$ cat config.mk
export PLATFORM = sky130hd
export DESIGN_NAME = tcm_stbuf_arbiter
export DESIGN_NICKNAME = d
export VERILOG_FILES = /design/src/rtl/tcm_arb_pkg.sv /design/src/rtl/tcm_arb_starve_ctr.sv /design/src/rtl/tcm_stbuf_arbiter.sv
export SDC_FILE = /design/constraint.sdc
export NUM_CORES = 1
export LEC_CHECK = 0
export ABC_CLOCK_PERIOD_IN_PS = 15500
export CAP_MARGIN = 20
export CORE_ASPECT_RATIO = 1.5
export CORE_MARGIN = 4
export CORE_UTILIZATION = 40
export DETAILED_ROUTE_END_ITERATION = 8
export PLACE_DENSITY = 0.84
export REMOVE_ABC_BUFFERS = 1
export SYNTH_ARGS = -nofsm -noshare
export SYNTH_HDL_FRONTEND = slang
export SYNTH_SLANG_ARGS = --single-unit
$ cat constraint.sdc
create_clock -name clk -period 15.5 [get_ports clk]
set_input_delay 4.65 -clock clk [delete_from_list [all_inputs] [get_ports clk]]
set_output_delay 4.65 -clock clk [all_outputs]
set_load 0.02 [all_outputs]
$ cat src/rtl/tcm_arb_pkg.sv
// Shared definitions for the TCM data-side (stbuf) port arbiter.
//   req_id_t            : identifies which requester owns the read response
//   byte_ranges_overlap : true when two byte ranges [addr, addr+(1<<size)-1]
//                         share at least one byte (computed one bit wider than
//                         the address so a range at the top of memory does not
//                         wrap to zero)
package tcm_arb_pkg;

  // Widest address the overlap helper accepts; callers zero-extend into it.
  localparam int unsigned ARB_ADDR_W_MAX = 64;

  typedef enum logic [1:0] {
    REQ_NONE = 2'd0,
    REQ_LSU  = 2'd1,
    REQ_DBG  = 2'd2
  } req_id_t;

  function automatic logic byte_ranges_overlap(
    input logic [ARB_ADDR_W_MAX-1:0] addr_a,
    input logic [7:0]                size_a,
    input logic [ARB_ADDR_W_MAX-1:0] addr_b,
    input logic [7:0]                size_b
  );
    logic [ARB_ADDR_W_MAX:0] lo_a;
    logic [ARB_ADDR_W_MAX:0] hi_a;
    logic [ARB_ADDR_W_MAX:0] lo_b;
    logic [ARB_ADDR_W_MAX:0] hi_b;
    lo_a = {1'b0, addr_a};
    lo_b = {1'b0, addr_b};
    hi_a = lo_a + ((65'd1 << size_a) - 65'd1);
    hi_b = lo_b + ((65'd1 << size_b) - 65'd1);
    return (lo_a <= hi_b) && (lo_b <= hi_a);
  endfunction

endpackage

$ cat src/rtl/tcm_arb_starve_ctr.sv
// Debug starvation counter for one arbitration channel.
//   clk, rst  : clock, asynchronous active-low reset
//   pending   : debug request is present on this channel
//   lose      : debug was pending and the competing requester was granted
//   win       : debug was granted on this channel
//   at_limit  : counter has reached STARVE_LIMIT; debug must win next
module tcm_arb_starve_ctr #(
  parameter int unsigned STARVE_LIMIT = 8,
  parameter int unsigned CNT_WIDTH    = $clog2(STARVE_LIMIT + 1)
) (
  input  logic clk,
  input  logic rst,
  input  logic pending,
  input  logic lose,
  input  logic win,
  output logic at_limit
);

  localparam logic [CNT_WIDTH-1:0] LIMIT = CNT_WIDTH'(STARVE_LIMIT);

  logic [CNT_WIDTH-1:0] r_cnt;

  // A cycle where debug is pending but neither side is granted (read stalled
  // by a write overlap) holds the count rather than advancing it.
  always_ff @(posedge clk or negedge rst) begin
    if (!rst) begin
      r_cnt <= '0;
    end else if (win || !pending) begin
      r_cnt <= '0;
    end else if (lose && (r_cnt != LIMIT)) begin
      r_cnt <= r_cnt + 1'b1;
    end
  end

  assign at_limit = (r_cnt == LIMIT);

endmodule

$ cat src/rtl/tcm_stbuf_arbiter.sv
// Arbiter for the TCM data-side (stbuf) port.
//   Read channel : LSU loads vs debug reads.
//   Write channel: store-buffer drains vs debug writes.
//   The two channels arbitrate independently each cycle; the fixed-priority
//   requester (LSU / store buffer) wins unless the debug port has starved for
//   STARVE_LIMIT cycles on that channel. When the read winner's bytes overlap
//   the write winner's bytes, the read is withheld for a cycle so it observes
//   the new data on retry.
// Ports:
//   clk, rst                         clock, asynchronous active-low reset
//   lsu_rd_*                         LSU load request/grant/response valid
//   stbuf_wr_*                       store-buffer drain request/grant
//   dbg_*                            debug request (dbg_we picks channel),
//                                    grant and read-response valid
//   rd_data                          TCM read data (pass-through)
//   bus_tcm_stbuf_read_*/rd          TCM read command (zero when idle)
//   bus_tcm_stbuf_write_*/data/wr    TCM write command (zero when idle)
//   tcm_bus_stbuf_data               TCM read data, one cycle after rd
module tcm_stbuf_arbiter
  import tcm_arb_pkg::*;
#(
  parameter int unsigned ADDR_WIDTH     = 32,
  parameter int unsigned SIZE_WIDTH     = 2,
  parameter int unsigned REG_DATA_WIDTH = 32,
  parameter int unsigned BUS_DATA_WIDTH = 32,
  parameter int unsigned STARVE_LIMIT   = 8,
  parameter int unsigned CNT_WIDTH      = $clog2(STARVE_LIMIT + 1)
) (
  input  logic                      clk,
  input  logic                      rst,
  // LSU loads
  input  logic                      lsu_rd_req,
  input  logic [ADDR_WIDTH-1:0]     lsu_rd_addr,
  input  logic [SIZE_WIDTH-1:0]     lsu_rd_size,
  output logic                      lsu_rd_gnt,
  output logic                      lsu_rd_valid,
  // Store-buffer drain
  input  logic                      stbuf_wr_req,
  input  logic [ADDR_WIDTH-1:0]     stbuf_wr_addr,
  input  logic [SIZE_WIDTH-1:0]     stbuf_wr_size,
  input  logic [REG_DATA_WIDTH-1:0] stbuf_wr_data,
  output logic                      stbuf_wr_gnt,
  // Debug port
  input  logic                      dbg_req,
  input  logic                      dbg_we,
  input  logic [ADDR_WIDTH-1:0]     dbg_addr,
  input  logic [SIZE_WIDTH-1:0]     dbg_size,
  input  logic [REG_DATA_WIDTH-1:0] dbg_wdata,
  output logic                      dbg_gnt,
  output logic                      dbg_rvalid,
  // Read data back to requesters
  output logic [BUS_DATA_WIDTH-1:0] rd_data,
  // TCM stbuf port
  output logic [ADDR_WIDTH-1:0]     bus_tcm_stbuf_read_addr,
  output logic [SIZE_WIDTH-1:0]     bus_tcm_stbuf_read_size,
  output logic                      bus_tcm_stbuf_rd,
  output logic [ADDR_WIDTH-1:0]     bus_tcm_stbuf_write_addr,
  output logic [SIZE_WIDTH-1:0]     bus_tcm_stbuf_write_size,
  output logic [REG_DATA_WIDTH-1:0] bus_tcm_stbuf_data,
  output logic                      bus_tcm_stbuf_wr,
  input  logic [BUS_DATA_WIDTH-1:0] tcm_bus_stbuf_data
);

  logic w_dbg_rd_pend;
  logic w_dbg_wr_pend;
  logic w_rd_at_limit;
  logic w_wr_at_limit;

  // Channel winners before the overlap check.
  logic w_rd_lsu_sel;
  logic w_rd_dbg_sel;
  logic w_wr_stb_sel;
  logic w_wr_dbg_sel;

  logic [ADDR_WIDTH-1:0]     w_rd_addr;
  logic [SIZE_WIDTH-1:0]     w_rd_size;
  logic [ADDR_WIDTH-1:0]     w_wr_addr;
  logic [SIZE_WIDTH-1:0]     w_wr_size;
  logic [REG_DATA_WIDTH-1:0] w_wr_data;

  logic w_overlap;
  logic w_lsu_rd_gnt;
  logic w_dbg_rd_gnt;
  logic w_stb_wr_gnt;
  logic w_dbg_wr_gnt;

  req_id_t r_tag;
  req_id_t w_tag_next;

  assign w_dbg_rd_pend = dbg_req & ~dbg_we;
  assign w_dbg_wr_pend = dbg_req &  dbg_we;

  assign w_rd_dbg_sel = w_dbg_rd_pend & (~lsu_rd_req | w_rd_at_limit);
  assign w_rd_lsu_sel = lsu_rd_req & ~w_rd_dbg_sel;
  assign w_wr_dbg_sel = w_dbg_wr_pend & (~stbuf_wr_req | w_wr_at_limit);
  assign w_wr_stb_sel = stbuf_wr_req & ~w_wr_dbg_sel;

  always_comb begin
    w_rd_addr = '0;
    w_rd_size = '0;
    if (w_rd_lsu_sel) begin
      w_rd_addr = lsu_rd_addr;
      w_rd_size = lsu_rd_size;
    end else if (w_rd_dbg_sel) begin
      w_rd_addr = dbg_addr;
      w_rd_size = dbg_size;
    end
  end

  always_comb begin
    w_wr_addr = '0;
    w_wr_size = '0;
    w_wr_data = '0;
    if (w_wr_stb_sel) begin
      w_wr_addr = stbuf_wr_addr;
      w_wr_size = stbuf_wr_size;
      w_wr_data = stbuf_wr_data;
    end else if (w_wr_dbg_sel) begin
      w_wr_addr = dbg_addr;
      w_wr_size = dbg_size;
      w_wr_data = dbg_wdata;
    end
  end

  // Addresses are zero-extended into the helper's fixed width (ADDR_WIDTH
  // must not exceed ARB_ADDR_W_MAX, SIZE_WIDTH must not exceed 8).
  assign w_overlap = (w_rd_lsu_sel | w_rd_dbg_sel) &
                     (w_wr_stb_sel | w_wr_dbg_sel) &
                     byte_ranges_overlap(ARB_ADDR_W_MAX'(w_rd_addr), 8'(w_rd_size),
                                         ARB_ADDR_W_MAX'(w_wr_addr), 8'(w_wr_size));

  // Grants are forced low while reset is asserted.
  assign w_lsu_rd_gnt = rst & w_rd_lsu_sel & ~w_overlap;
  assign w_dbg_rd_gnt = rst & w_rd_dbg_sel & ~w_overlap;
  assign w_stb_wr_gnt = rst & w_wr_stb_sel;
  assign w_dbg_wr_gnt = rst & w_wr_dbg_sel;

  assign lsu_rd_gnt   = w_lsu_rd_gnt;
  assign stbuf_wr_gnt = w_stb_wr_gnt;
  assign dbg_gnt      = w_dbg_rd_gnt | w_dbg_wr_gnt;

  assign bus_tcm_stbuf_rd         = w_lsu_rd_gnt | w_dbg_rd_gnt;
  assign bus_tcm_stbuf_read_addr  = bus_tcm_stbuf_rd ? w_rd_addr : '0;
  assign bus_tcm_stbuf_read_size  = bus_tcm_stbuf_rd ? w_rd_size : '0;
  assign bus_tcm_stbuf_wr         = w_stb_wr_gnt | w_dbg_wr_gnt;
  assign bus_tcm_stbuf_write_addr = bus_tcm_stbuf_wr ? w_wr_addr : '0;
  assign bus_tcm_stbuf_write_size = bus_tcm_stbuf_wr ? w_wr_size : '0;
  assign bus_tcm_stbuf_data       = bus_tcm_stbuf_wr ? w_wr_data : '0;

  // Debug only "loses" when the competitor actually took the channel.
  tcm_arb_starve_ctr #(
    .STARVE_LIMIT (STARVE_LIMIT),
    .CNT_WIDTH    (CNT_WIDTH)
  ) u_rd_starve (
    .clk      (clk),
    .rst      (rst),
    .pending  (w_dbg_rd_pend),
    .lose     (w_dbg_rd_pend & w_lsu_rd_gnt),
    .win      (w_dbg_rd_gnt),
    .at_limit (w_rd_at_limit)
  );

  tcm_arb_starve_ctr #(
    .STARVE_LIMIT (STARVE_LIMIT),
    .CNT_WIDTH    (CNT_WIDTH)
  ) u_wr_starve (
    .clk      (clk),
    .rst      (rst),
    .pending  (w_dbg_wr_pend),
    .lose     (w_dbg_wr_pend & w_stb_wr_gnt),
    .win      (w_dbg_wr_gnt),
    .at_limit (w_wr_at_limit)
  );

  always_comb begin
    w_tag_next = REQ_NONE;
    if (w_lsu_rd_gnt) begin
      w_tag_next = REQ_LSU;
    end else if (w_dbg_rd_gnt) begin
      w_tag_next = REQ_DBG;
    end
  end

  always_ff @(posedge clk or negedge rst) begin
    if (!rst) begin
      r_tag <= REQ_NONE;
    end else begin
      r_tag <= w_tag_next;
    end
  end

  assign lsu_rd_valid = (r_tag == REQ_LSU);
  assign dbg_rvalid   = (r_tag == REQ_DBG);
  assign rd_data      = tcm_bus_stbuf_data;

endmodule

==> load_flow_metrics.sql <==
INSERT INTO impl_metrics (metric_group, metric, value, unit) VALUES
('floorplan', 'chipHeight', '177', 'um'),
('placement', 'hpwlAfterDp', '29.2', 'mm'),
('critical_path', 'regToRegEndpoint', 'u_rd_starve.r_cnt[0]$_DFFE_PN0P_', ''),
('sta', 'final_critical_path_required_period', '15370', 'ps'),
('power', 'ir_worst_vdd', '0.0000278', 'V'),
('sta', 'fin_worst_skew', '1.16', 'ps'),
('critical_path', 'critical_path.startpoint', 'lsu_rd_req', ''),
('placement', 'preCtsSetupSlack', '-1050', 'ps'),
('placement', 'global_placement_routability_congestion', '1.00', ''),
('finish', 'filler_cell_count', '1613', ''),
('logic_synthesis', 'synth.area.top_cells', 'ha_1, a21oi_1, inv_1', ''),
('clock_tree', 'holdBufCountCts', '0', ''),
('logic_synthesis', 'post_synth.cell_area_avg', '6.67', 'um^2'),
('critical_path', 'required', '10850', 'ps'),
('detailed_routing', 'avgRoutedWirePerCell', '18.6', 'um'),
('grt', 'overflow', '0', ''),
('critical_path', 'cpMaxStageDelayCell', 'or4_4', ''),
('run', 'max-cap-violations', '0', ''),
('clock_tree', 'cts_buffers', '3', ''),
('critical_path', 'ff2ff_setup_slack', '8770', 'ps'),
('finish', 'syn2layout_area_growth', '65.0', '%'),
('sta', 'timing.final.max_slew_violations', '0', ''),
('power', 'clock_power_share', '0.070', ''),
('critical_path', 'critical_path.max_fanout', '18', ''),
('sta', 'finalHoldViolCount', '0', ''),
('floorplan', 'coreArea', '0.0186', 'mm^2'),
('clock_tree', 'clock_insertion_delay_worst_skew', '230', 'ps'),
('critical_path', 'regToRegStartpoint', 'u_rd_starve.r_cnt[0]$_DFFE_PN0P_', ''),
('clock_tree', 'clock_tree_from_tritoncts', 'yes', ''),
('grt', 'grt_pass1_wl', '52.7', 'mm'),
('detailed_routing', 'detail_route.drc_violations', '0', ''),
('clock_tree', 'htree_levels', '1', ''),
('sta', 'clock.fmax', '65.1', 'MHz'),
('grt', 'antenna_found_initial', '1', ''),
('critical_path', 'worstSetupEndpointType', 'primary output', ''),
('clock_tree', 'clock_tree.buffer_depth', '2', ''),
('clock_tree', 'clk_root_buffer_cell', 'clkbuf_16', ''),
('logic_synthesis', 'post_synth_instance_area', '0.00761', 'mm^2'),
('floorplan', 'die_w', '121', 'um'),
('detailed_routing', 'drt.antenna.violating_nets', '0', ''),
('sta', 'setup_viol', '0', ''),
('finish', 'final-seq-area', '250', 'um^2'),
('logic_synthesis', 'synthFlopType', 'dfrtp_1', ''),
('critical_path', 'maximum_cell_stage_delay_along_the_critical_path', '520', 'ps'),
('floorplan', 'ioPinCount', '343', ''),
('floorplan', 'starting_density_of_the_core', '0.408', ''),
('logic_synthesis', 'synth-edff-count', '0', ''),
('logic_synthesis', 'synthCells', '1140', ''),
('power', 'intPower', '0.389', 'mW'),
('detailed_routing', 'route.vias.total', '10402', ''),
('finish', 'insertedDiodeCount', '0', ''),
('power', 'power_density', '58.1', 'mW/mm^2'),
('logic_synthesis', 'yosysWarningCount', '0', ''),
('clock_tree', 'clkSinkCount', '10', ''),
('detailed_routing', 'wirelength', '34.8', 'mm'),
('logic_synthesis', 'synth.distinct_cells', '81', ''),
('critical_path', 'worst_setup_path_start_kind', 'primary input', ''),
('finish', 'post_route_cells_drive_above_1_share', '0.245', ''),
('detailed_routing', 'detail_route.vias_per_cell', '5.56', ''),
('sta', 'finalCritPeriodShare', '0.992', ''),
('power', 'power.combinational.fraction', '0.893', ''),
('finish', 'multi_input_area', '0.00674', 'mm^2'),
('status', 'run_status', 'complete, no violations', ''),
('critical_path', 'timing.reg2reg.worst_path_depth', '33', ''),
('finish', 'final_non_filler_cell_area', '0.0125', 'mm^2'),
('sta', 'transition_time_at_the_pin_with_the_least_slew_margin', '790', 'ps'),
('logic_synthesis', 'postSynthRegisterBits', '10', ''),
('detailed_routing', 'drt_pass1_iterations', '5', ''),
('sta', 'max_slew_margin', '0.474', ''),
('power', 'total_switching_power', '0.340', 'mW'),
('power', 'finalPower', '0.728', 'mW');
## how the worst min path moves through the flow
stage,slack (ps),end,cells after the start,startpoint
3_3_place_gp,540,u_wr_starve.r_cnt[3]$_DFFE_PN0P_,2,u_wr_starve.r_cnt[3]$_DFFE_PN0P_
2_1_floorplan,510,u_wr_starve.r_cnt[3]$_DFFE_PN0P_,2,u_wr_starve.r_cnt[3]$_DFFE_PN0P_
5_1_grt,610,u_wr_starve.r_cnt[3]$_DFFE_PN0P_,2,u_wr_starve.r_cnt[3]$_DFFE_PN0P_
4_1_cts,550,u_wr_starve.r_cnt[3]$_DFFE_PN0P_,2,u_wr_starve.r_cnt[3]$_DFFE_PN0P_
6_report,560,u_wr_starve.r_cnt[3]$_DFFE_PN0P_,2,u_wr_starve.r_cnt[3]$_DFFE_PN0P_
3_5_place_dp,540,u_wr_starve.r_cnt[3]$_DFFE_PN0P_,2,u_wr_starve.r_cnt[3]$_DFFE_PN0P_
## cells in the final DEF, fill, tap and decap left out, types with 24 or more instances in the layout
cell type,instances
a21o_1,36
nand3_1,49
a21oi_1,164
clkdlybuf4s50_1,237
buf_4,269
buf_2,24
nand2_1,96
inv_1,104
xnor2_1,32
and3_1,59
o21ai_0,33
ha_1,140
nor2_1,98
xor2_1,26
## final cells by class
cell class	instances	share of cell area
clock buffers	4	0.00708
inverters	104	0.0311
multi-input cells	949	0.537
flip-flops and latches	10	0.0199
well taps	252	0.0251
repair buffers	552	0.379
## through the flow
| step | TNS (ps) | util | hold WS [ps] | instances |
|---|---|---|---|---|
| global route | -536 | 0.674 | 609 | 1871 |
| finish | 0 | 0.674 | 556 | 1871 |
| detailed placement | -36820 | 0.661 | 542 | 1859 |
| CTS | 0 | 0.666 | 552 | 1867 |
| global placement | -30620 | 0.661 | 537 | 1859 |
| floorplan | -81920 | - | 505 | 1063 |
## what timing repair did
| item | CTS | global route |
|---|---|---|
| setup endpoints to repair | 37 | 37 |
| setup buffers | 3 | 4 |
| gates cloned | 1 | 0 |
| resized for setup | 163 | 34 |
| pin swaps | 15 | 14 |
## kinds of logic after synthesis
logic type               count (synthesis)  synth area share
XOR/XNOR                                58            0.0668
AO/OA/AOI/OAI                          341             0.280
flip-flops                              10            0.0329
adder cells (fa/ha/maj)                142             0.236
buffers and inverters                  181             0.112
AND/OR/NAND/NOR                        405             0.269
multiplexers                             3           0.00411
## worst max-delay path: cells and delay by family
kind	cells	cell delay (ps)
xor gates and xnor gates	1	100
buffers and inverters	8	1250
adders and majority gates	2	580
AOI/OAI and AO/OA	13	2550
and+or+nand+nor	7	1560
## sequential cells by signal (all words and copies together) (netlist names)
register and cells:
r_tag 2, u_wr_starve.r_cnt 4, u_rd_starve.r_cnt 4
## per-layer routing
layer | vias up | track usage | part of all wire
li1 | 5004 | - | -
met1 | 4853 | 0.323 | 0.36
met2 | 425 | 0.563 | 0.50
met3 | 118 | 0.0624 | 0.074
met4 | 2 | 0.154 | 0.060
met5 | - | 0 | 0.00037
## power groups by stage
stage / Combinational [mW] / Sequential (mW) / Clock (mW)
finish: 0.650 / 0.0272 / 0.0509
global route: 0.708 / 0.0272 / 0.0522
CTS: 0.625 / 0.0272 / 0.0510
detailed placement: 0.613 / 0.0275 / 0
global placement: 0.598 / 0.0275 / 0
floorplan: 0.342 / 0.0274 / 0
## cells in the mapped netlist (3+ instances only)
cell and n:
clkbuf_8 3, nor3b_1 3, xnor2_1 32, clkbuf_1 31, and3_1 59, nor3_1 7
a21o_1 36, nand2b_1 10, and2_1 3, buf_4 32, nand3_1 50, xor2_1 26
nand2_1 99, and3_2 9, o211ai_1 8, inv_1 104, nor2_1 98, nand4_1 23
a32oi_1 4, ha_1 140, nor2_2 10, buf_6 3, a31oi_1 8, o21ai_0 42
dfrtp_1 10, o21bai_1 11, a21boi_0 4, buf_1 8, a211oi_1 7, nor2b_1 9
o21a_1 5, o31a_2 3, a21oi_1 174, or3_1 5, o31ai_1 3
Power figures use the tool's default switching activity.
